<file path="src/rtl/mycpu_fetch_stage_pkg.sv">
// Shared types and constants for the instruction fetch stage.
package mycpu_fetch_stage_pkg;

    localparam logic [31:0] RESET_PC_DEFAULT = 32'hBFC0_0000;

    typedef enum logic [1:0] {
        S_IDLE = 2'd0,
        S_REQ  = 2'd1,
        S_WAIT = 2'd2,
        S_FULL = 2'd3
    } fetch_state_t;

    localparam logic [1:0] C1_SEQ = 2'b00;
    localparam logic [1:0] C1_REL = 2'b01;
    localparam logic [1:0] C1_ABS = 2'b10;
    localparam logic [1:0] C1_REG = 2'b11;

endpackage

</file>
<file path="src/rtl/mycpu_next_pc.sv">
// Branch/jump target computation and selection of the PC that follows an accepted fetch.
module mycpu_next_pc
    import mycpu_fetch_stage_pkg::*;
#(
    parameter int unsigned AW = 32
) (
    input  logic [AW-1:0] fetch_pc,
    input  logic          redirect_pending,
    input  logic [AW-1:0] redirect_target,
    input  logic          br_valid,
    input  logic [1:0]    br_c1,
    input  logic [AW-1:0] br_pc,
    input  logic [AW-1:0] br_target,
    output logic          br_take_c,
    output logic [AW-1:0] target_c,
    output logic [AW-1:0] next_pc_c
);

    logic [AW-1:0] raw_target;

    // Relative transfers are measured from the delay slot; all targets are word aligned.
    always_comb begin
        raw_target = br_target;
        if (br_c1 == C1_REL) begin
            raw_target = br_pc + AW'(4) + br_target;
        end
        target_c = {raw_target[AW-1:2], 2'b00};
    end

    // A pulse arriving while a redirect is already queued would be a branch in a delay slot.
    assign br_take_c = br_valid && (br_c1 != C1_SEQ) && !redirect_pending;

    always_comb begin
        next_pc_c = fetch_pc + AW'(4);
        if (br_take_c) begin
            next_pc_c = target_c;
        end else if (redirect_pending) begin
            next_pc_c = redirect_target;
        end
    end

endmodule

</file>
<file path="src/rtl/mycpu_fetch_stage.sv">
// Instruction fetch stage: owns the PC, issues one SRAM-like request at a time and
// hands each fetched word to decode, applying redirects after the delay slot.
module mycpu_fetch_stage
    import mycpu_fetch_stage_pkg::*;
#(
    parameter int unsigned   AW       = 32,
    parameter logic [AW-1:0] RESET_PC = AW'(RESET_PC_DEFAULT)
) (
    input  logic          clk,
    input  logic          rst,
    output logic          inst_req,
    output logic [AW-1:0] inst_addr,
    input  logic          inst_addr_ok,
    input  logic          inst_data_ok,
    input  logic [31:0]   inst_rdata,
    output logic          id_valid,
    input  logic          id_ready,
    output logic [AW-1:0] id_pc,
    output logic [31:0]   id_inst,
    input  logic          br_valid,
    input  logic [1:0]    br_c1,
    input  logic [AW-1:0] br_pc,
    input  logic [AW-1:0] br_target
);

    fetch_state_t  state;
    fetch_state_t  state_next;
    logic [AW-1:0] fetch_pc;
    logic [AW-1:0] redirect_target;
    logic          redirect_pending;
    logic          br_take_c;
    logic [AW-1:0] target_c;
    logic [AW-1:0] next_pc_c;
    logic          addr_hs_c;
    logic          data_hs_c;

    mycpu_next_pc #(.AW(AW)) u_next_pc (
        .fetch_pc         (fetch_pc),
        .redirect_pending (redirect_pending),
        .redirect_target  (redirect_target),
        .br_valid         (br_valid),
        .br_c1            (br_c1),
        .br_pc            (br_pc),
        .br_target        (br_target),
        .br_take_c        (br_take_c),
        .target_c         (target_c),
        .next_pc_c        (next_pc_c)
    );

    assign addr_hs_c = (state == S_REQ) && inst_addr_ok;
    assign data_hs_c = (state == S_WAIT) && inst_data_ok;
    assign inst_addr = fetch_pc;

    always_comb begin
        state_next = state;
        case (state)
            S_IDLE:  state_next = S_REQ;
            S_REQ:   if (inst_addr_ok) state_next = S_WAIT;
            S_WAIT:  if (inst_data_ok) state_next = S_FULL;
            S_FULL:  if (id_ready)     state_next = S_REQ;
            default: state_next = S_IDLE;
        endcase
    end

    // State register; handshake outputs are registered from the next state.
    always_ff @(posedge clk or posedge rst) begin
        if (rst) begin
            state    <= S_IDLE;
            inst_req <= 1'b0;
            id_valid <= 1'b0;
        end else begin
            state    <= state_next;
            inst_req <= (state_next == S_REQ);
            id_valid <= (state_next == S_FULL);
        end
    end

    // PC, captured instruction and queued redirect.
    always_ff @(posedge clk or posedge rst) begin
        if (rst) begin
            fetch_pc         <= RESET_PC;
            id_pc            <= '0;
            id_inst          <= '0;
            redirect_pending <= 1'b0;
            redirect_target  <= '0;
        end else begin
            if (addr_hs_c) begin
                id_pc    <= fetch_pc;
                fetch_pc <= next_pc_c;
            end
            if (data_hs_c) begin
                id_inst <= inst_rdata;
            end
            if (addr_hs_c) begin
                redirect_pending <= 1'b0;
            end else if (br_take_c) begin
                redirect_pending <= 1'b1;
                redirect_target  <= target_c;
            end
        end
    end

endmodule

</file>
<file path="config.mk">
export PLATFORM = sky130hd
export DESIGN_NAME = mycpu_fetch_stage
export DESIGN_NICKNAME = d
export VERILOG_FILES = /design/src/rtl/mycpu_fetch_stage_pkg.sv /design/src/rtl/mycpu_next_pc.sv /design/src/rtl/mycpu_fetch_stage.sv
export SDC_FILE = /design/constraint.sdc
export NUM_CORES = 1
export LEC_CHECK = 0
export CORE_ASPECT_RATIO = 1.2
export CORE_MARGIN = 2
export CORE_UTILIZATION = 30
export CTS_CLUSTER_SIZE = 16
export DETAILED_ROUTE_END_ITERATION = 16
export DONT_BUFFER_PORTS = 1
export MAX_ROUTING_LAYER = met4
export PLACE_DENSITY = 0.5
export SLEW_MARGIN = 5
export SYNTH_ARGS = -nofsm -noshare
export SYNTH_HDL_FRONTEND = slang
export SYNTH_HIERARCHICAL = 1
export SYNTH_SLANG_ARGS = --single-unit
</file>
<file path="constraint.sdc">
create_clock -name clk -period 4.2 [get_ports clk]
set_input_delay 0.63 -clock clk [delete_from_list [all_inputs] [get_ports clk]]
set_output_delay 0.63 -clock clk [all_outputs]
set_load 0.01 [all_outputs]
</file>
# ---- Word-level counts from Yosys, hierarchy flattened
# Cells that the tools add are included.
dict set report word_totals {
  ff_bits 131
  input_bits 104
  out_inout_bits 98
  elab_cells 36
}
dict set report classes {
  addsub 3
  eq_ne 6
  muxes 9
  n_bitwise 1
  reduce_logical 9
}
# op count
set op_table {}
lappend op_table {{2-to-1 mux 32 bit} 3}
lappend op_table {{adder 32 x 3 -> 32 bit, second input constant} 2}
lappend op_table {{adder 32 bit} 1}
lappend op_table {{case mux 2 bit (4 select lines)} 1}
lappend op_table {{equality test 2 x 1 -> 1 bit, second input constant} 3}
lappend op_table {{equality test 2 bit, second input constant} 3}
lappend op_table {{2-to-1 mux 2 bit} 3}
lappend op_table {{logical AND 1 bit} 4}
lappend op_table {{nonzero test 2 bit} 2}
lappend op_table {{zero test 2 bit} 1}
lappend op_table {{2-to-1 mux 1 bit} 2}
lappend op_table {{AND reduction 2 bit} 1}
lappend op_table {{zero test 1 bit} 1}
lappend op_table {{NOT 1 bit} 1}

# ---- Depth between registers and ports, before layout
dict set report depth {
  word_depth 5
  ltp_mapped 15
  ltp_nobuf 15
}

# ---- Modules after synthesis
# The synthesis kept the hierarchy.
# mod n_inst cells_per_inst area_each_um2 seq_area_each_um2
set modules_own_cells {}
lappend modules_own_cells {mycpu_fetch_stage 1 403 5669.2 3339.5}
lappend modules_own_cells {mycpu_next_pc 1 571 3788.6 0.0}

# ---- Least setup slack after synthesis
# No wires, ideal clock.
dict set report synth_path {
  path_type {input port to flip-flop}
  from {in br_pc[3]}
  to {reg fetch_pc[23] (netlist: inst_addr[23])}
  setup_ns 0.082
  arrival_ns 3.303
  required_time_ns 4.118
  slack_ns 0.814
  path_stages 12
  n_path_buf 0
  cell_sequence {ha_1 ha_1 nor2b_4 o31a_1 o221a_4 o31ai_4 a21oi_1 a21o_1 a21o_1 a211oi_1 nor3_2 mux2_4}
}
dict set report synth_between {
  elab_chain_cells 4
}
# item line
set synth_lines {}
lappend synth_lines {{start: declaration} mycpu_fetch_stage.sv:22} ;# input logic [AW-1:0] br_pc,
lappend synth_lines {{adder 32 x 3 -> 32 bit} mycpu_next_pc.sv:25} ;# raw_target = br_pc + AW'(4) + br_target;
lappend synth_lines {{adder 32 bit} mycpu_next_pc.sv:25}
lappend synth_lines {{2-to-1 mux 32 bit} mycpu_next_pc.sv:24} ;# if (br_c1 == C1_REL) begin
lappend synth_lines {{2-to-1 mux 32 bit} mycpu_next_pc.sv:35} ;# if (br_take_c) begin
lappend synth_lines {{net next_pc_c[23]} mycpu_fetch_stage.sv:33} ;# logic [AW-1:0] next_pc_c;
lappend synth_lines {{end signal: assignment} mycpu_fetch_stage.sv:89} ;# fetch_pc <= next_pc_c;
lappend synth_lines {{end: declaration} mycpu_fetch_stage.sv:28} ;# logic [AW-1:0] fetch_pc;
# The timed path passes the listed nets, and every way through them passes these cells.
# A chain may end at the register's enable or synchronous reset.

# ---- Worst setup path in the final report
dict set report layout_path {
  from {in br_pc[11]}
  to {reg fetch_pc[30] (netlist: inst_addr[30])}
}
dict set report layout_between {
  elab_chain_cells 4
}
# item line
set layout_lines {}
lappend layout_lines {{adder 32 x 3 -> 32 bit} mycpu_next_pc.sv:25}
lappend layout_lines {{adder 32 bit} mycpu_next_pc.sv:25}
lappend layout_lines {{2-to-1 mux 32 bit} mycpu_next_pc.sv:24}
lappend layout_lines {{net target_c[30]} mycpu_fetch_stage.sv:32} ;# logic [AW-1:0] target_c;
lappend layout_lines {{2-to-1 mux 32 bit} mycpu_next_pc.sv:35}
lappend layout_lines {{net next_pc_c[30]} mycpu_fetch_stage.sv:33}
# The timed path passes the listed nets, and every way through them passes these cells.

==> results.tsv <==
metric	value	unit
regArea	0.00334	mm^2
cts.sinks	133	
fin_crit_sh	78.4	%
drv_slew	0	
max_stage_delay	0.37	ns
yosys_warnings	6	
die_height	199	um
nNetsFinal	1109	
grt_max_degree	89	
ys_ff_latch	133	
crit_slowest_cell	a211oi_1	
syn_inst	974	
htree_levels	4	
rows	71	
sw_frac_of_total	38.9	%
cts_resized	0	
hold_buffers	0	
via_per_inst	5.39	
relSlewSlack	44.4	%
p_per_area	678	mW/mm^2
yosys.cell_types.count	74	
ioPinCount	202	
synth-edff-count	0	
yosysSeqAreaShare	35.3	%
timing.setup.tns	0	ns
dieArea	0.0330	mm^2
path_clk_slew	0.06	ns
grt_pass1_vias	7197	
path_buf_inv	1	
start_util	30.3	%
antenna_found_initial	0	
hold_path_class	input port to async pin	
tightestPinTransition	0.834	ns
busiest_layer	met2	
combPwrFrac	35.9	%
gp_congestion	0.857	
place_hpwl	19600	um
fmax	304	MHz
final_cell_mix	dfrtp_1 (124), nand2_1 (122), mux2_2 (63)	
syn_area	0.00946	mm^2
cts_tree	done	
postCtsSetupBuffers	0	
met3_usage	3.36	%
outcome	finished, final reports clean	
dieWidth	166	um
area_growth	9.75	%
clkLatencyLatePin	0.43	ns
multi_input_area	0.00572	mm^2
critPathRequiredTime	4.51	ns
vias	7312	
cp_cell_sequence	ha_1 > ha_1 > a21o_1 > a21o_1 > a211oi_1 > a2111oi_0 > buf_4 > a211oi_1 > o21ai_1 > xnor2_1 > o21ai_1 > o221a_2 > mux2_4	
critPathTopFamily	compound AO/OA/AOI/OAI gates	
grt_pass1_wl	42400	um
period_minus_slack	3.29	ns
grt_use_met2	26.8	%
core	0.0312	mm^2
wl_per_cell	20.1	um
cp-start-kind	input port	
n_fill_cell	3133	
final_common_cell	dfrtp_1	
power.leakage	4.49	nW
hold_viol_final	0	
antennaDiodeCount	0	
drc_errors	0	
numCtsBuffers	17	
grt.met1_usage	21.8	%
dp.cells	1326	
final_cells	1356	
worstPathArrival	3.61	ns
wl	27300	um
ant_nets	0	
port-buffer-count	0	
overflow	0	
p_seq_share	41.2	%
synth-async-reset-ratio	100	%
worstSetupPathType	input port to register	
drive_above_1_share	18.2	%
ys.flop_type	dfrtp_1	
syn_avg_cell_area	9.71	um^2
cts_root_buf	clkbuf_16	
vdd_ir_drop_max	0.452	mV
end_kind	register	
track_usage	16.8	%
drtPass1Iterations	7	
p_sw	2.74	mW
maxCapViolCount	0	
clockBufferDepth	2	
dr.first_iter.drc_count	408	
p_clk_share	22.9	%
setup_viol	0	
rsz0062_at_grt	no	
crit_fanout	5	
skew	0.0109	ns
power.internal	4.30	mW
## power by group through the flow
stage / Clock (mW) / Combinational (mW) / Sequential [mW]
after detailed placement: 0 / 2.54 / 2.93
after global routing: 1.72 / 2.81 / 3.00
final: 1.61 / 2.53 / 2.90
after floorplan: 0 / 2.14 / 2.63
after CTS: 1.66 / 2.54 / 2.91
after global placement: 0 / 2.49 / 2.92
## through the flow
stage                     hold WS [ns]  util [%]  total power, mW  setup slack, ns  instance area, um^2
after global routing             0.296      33.3             7.52            0.682                10400
after CTS                        0.267      33.3             7.12            0.910                10400
after global placement           0.511      31.3             5.41            0.512                 9750
after floorplan                  0.487         -             4.78           0.0305                 9460
final                            0.237      33.3             7.04            0.905                10400
after detailed placement         0.524      31.3             5.47            0.464                 9750
## registers in the layout (all words and copies together) (netlist names)
register,flops
redirect_target,32
redirect_pending,1
id_pc,32
id_valid,1
inst_req,1
state,2
id_inst,32
inst_addr,32
## final timing paths
kind | end | cells past startpoint | startpoint | slack, ns
max | inst_addr[30] | 13 | br_pc[11] | 0.91
min | id_inst[0] | 1 | rst | 0.24
max reg2reg | inst_addr[26] | 11 | inst_addr[2] | 1.41
min reg2reg | redirect_target[9] | 2 | redirect_target[9] | 0.54
max in group asynchronous | inst_addr[27] | 2 | rst | 3.05
min in group clk | id_inst[24] | 1 | inst_rdata[24] | 0.36
## synthesized netlist by cell type (7+ instances only)
| cell type | number | area, um^2 |
|---|---|---|
| dfrtp_1 | 124 | 3100 |
| nand2_1 | 122 | 458 |
| mux2_2 | 63 | 709 |
| ha_1 | 60 | 751 |
| a21oi_1 | 52 | 260 |
| nor2_1 | 45 | 169 |
| o21ai_0 | 44 | 220 |
| o211ai_1 | 38 | 285 |
| clkbuf_1 | 36 | 135 |
| nand2b_1 | 36 | 225 |
| mux2_4 | 34 | 510 |
| nand4b_1 | 32 | 280 |
| a21o_1 | 28 | 210 |
| xnor2_1 | 27 | 236 |
| xor2_1 | 23 | 201 |
| nand3_1 | 21 | 105 |
| inv_1 | 15 | 56.3 |
| and3_1 | 13 | 81.3 |
| buf_2 | 11 | 55.1 |
| a211oi_1 | 9 | 67.6 |
| dfstp_2 | 9 | 236 |
| nand4_1 | 8 | 50.1 |
| o21a_1 | 8 | 60.1 |
| o21ai_1 | 8 | 40.0 |
| buf_6 | 7 | 78.8 |
| nor3_1 | 7 | 35.0 |
## per-layer routing
layer,share of wire (%),up-vias,routed length [um]
li1,-,3472,-
met1,46,3583,12700
met2,47,239,12800
met3,5.3,18,1440
met4,1.2,0,340
met5,0,-,0
## final cells by class
| type | count | area share, % |
|---|---|---|
| clock buffers | 19 | 4.36 |
| clock inverters | 11 | 1.69 |
| inverters | 16 | 0.627 |
| multi-input cells | 763 | 55.1 |
| flip-flops and latches | 133 | 32.2 |
| well taps | 401 | 4.83 |
| repair buffers | 13 | 1.18 |
## cell families after synthesis
logic type	after synthesis	synth area share, %
buf+inv	79	4.29
other cells	1	0.0396
simple gates	311	17.1
xor+xnor	50	4.63
fa+ha+maj	61	8.15
compound gates	239	17.2
mux	100	13.2
flops	133	35.3
No activity file was read; power rests on OpenSTA's default activity.
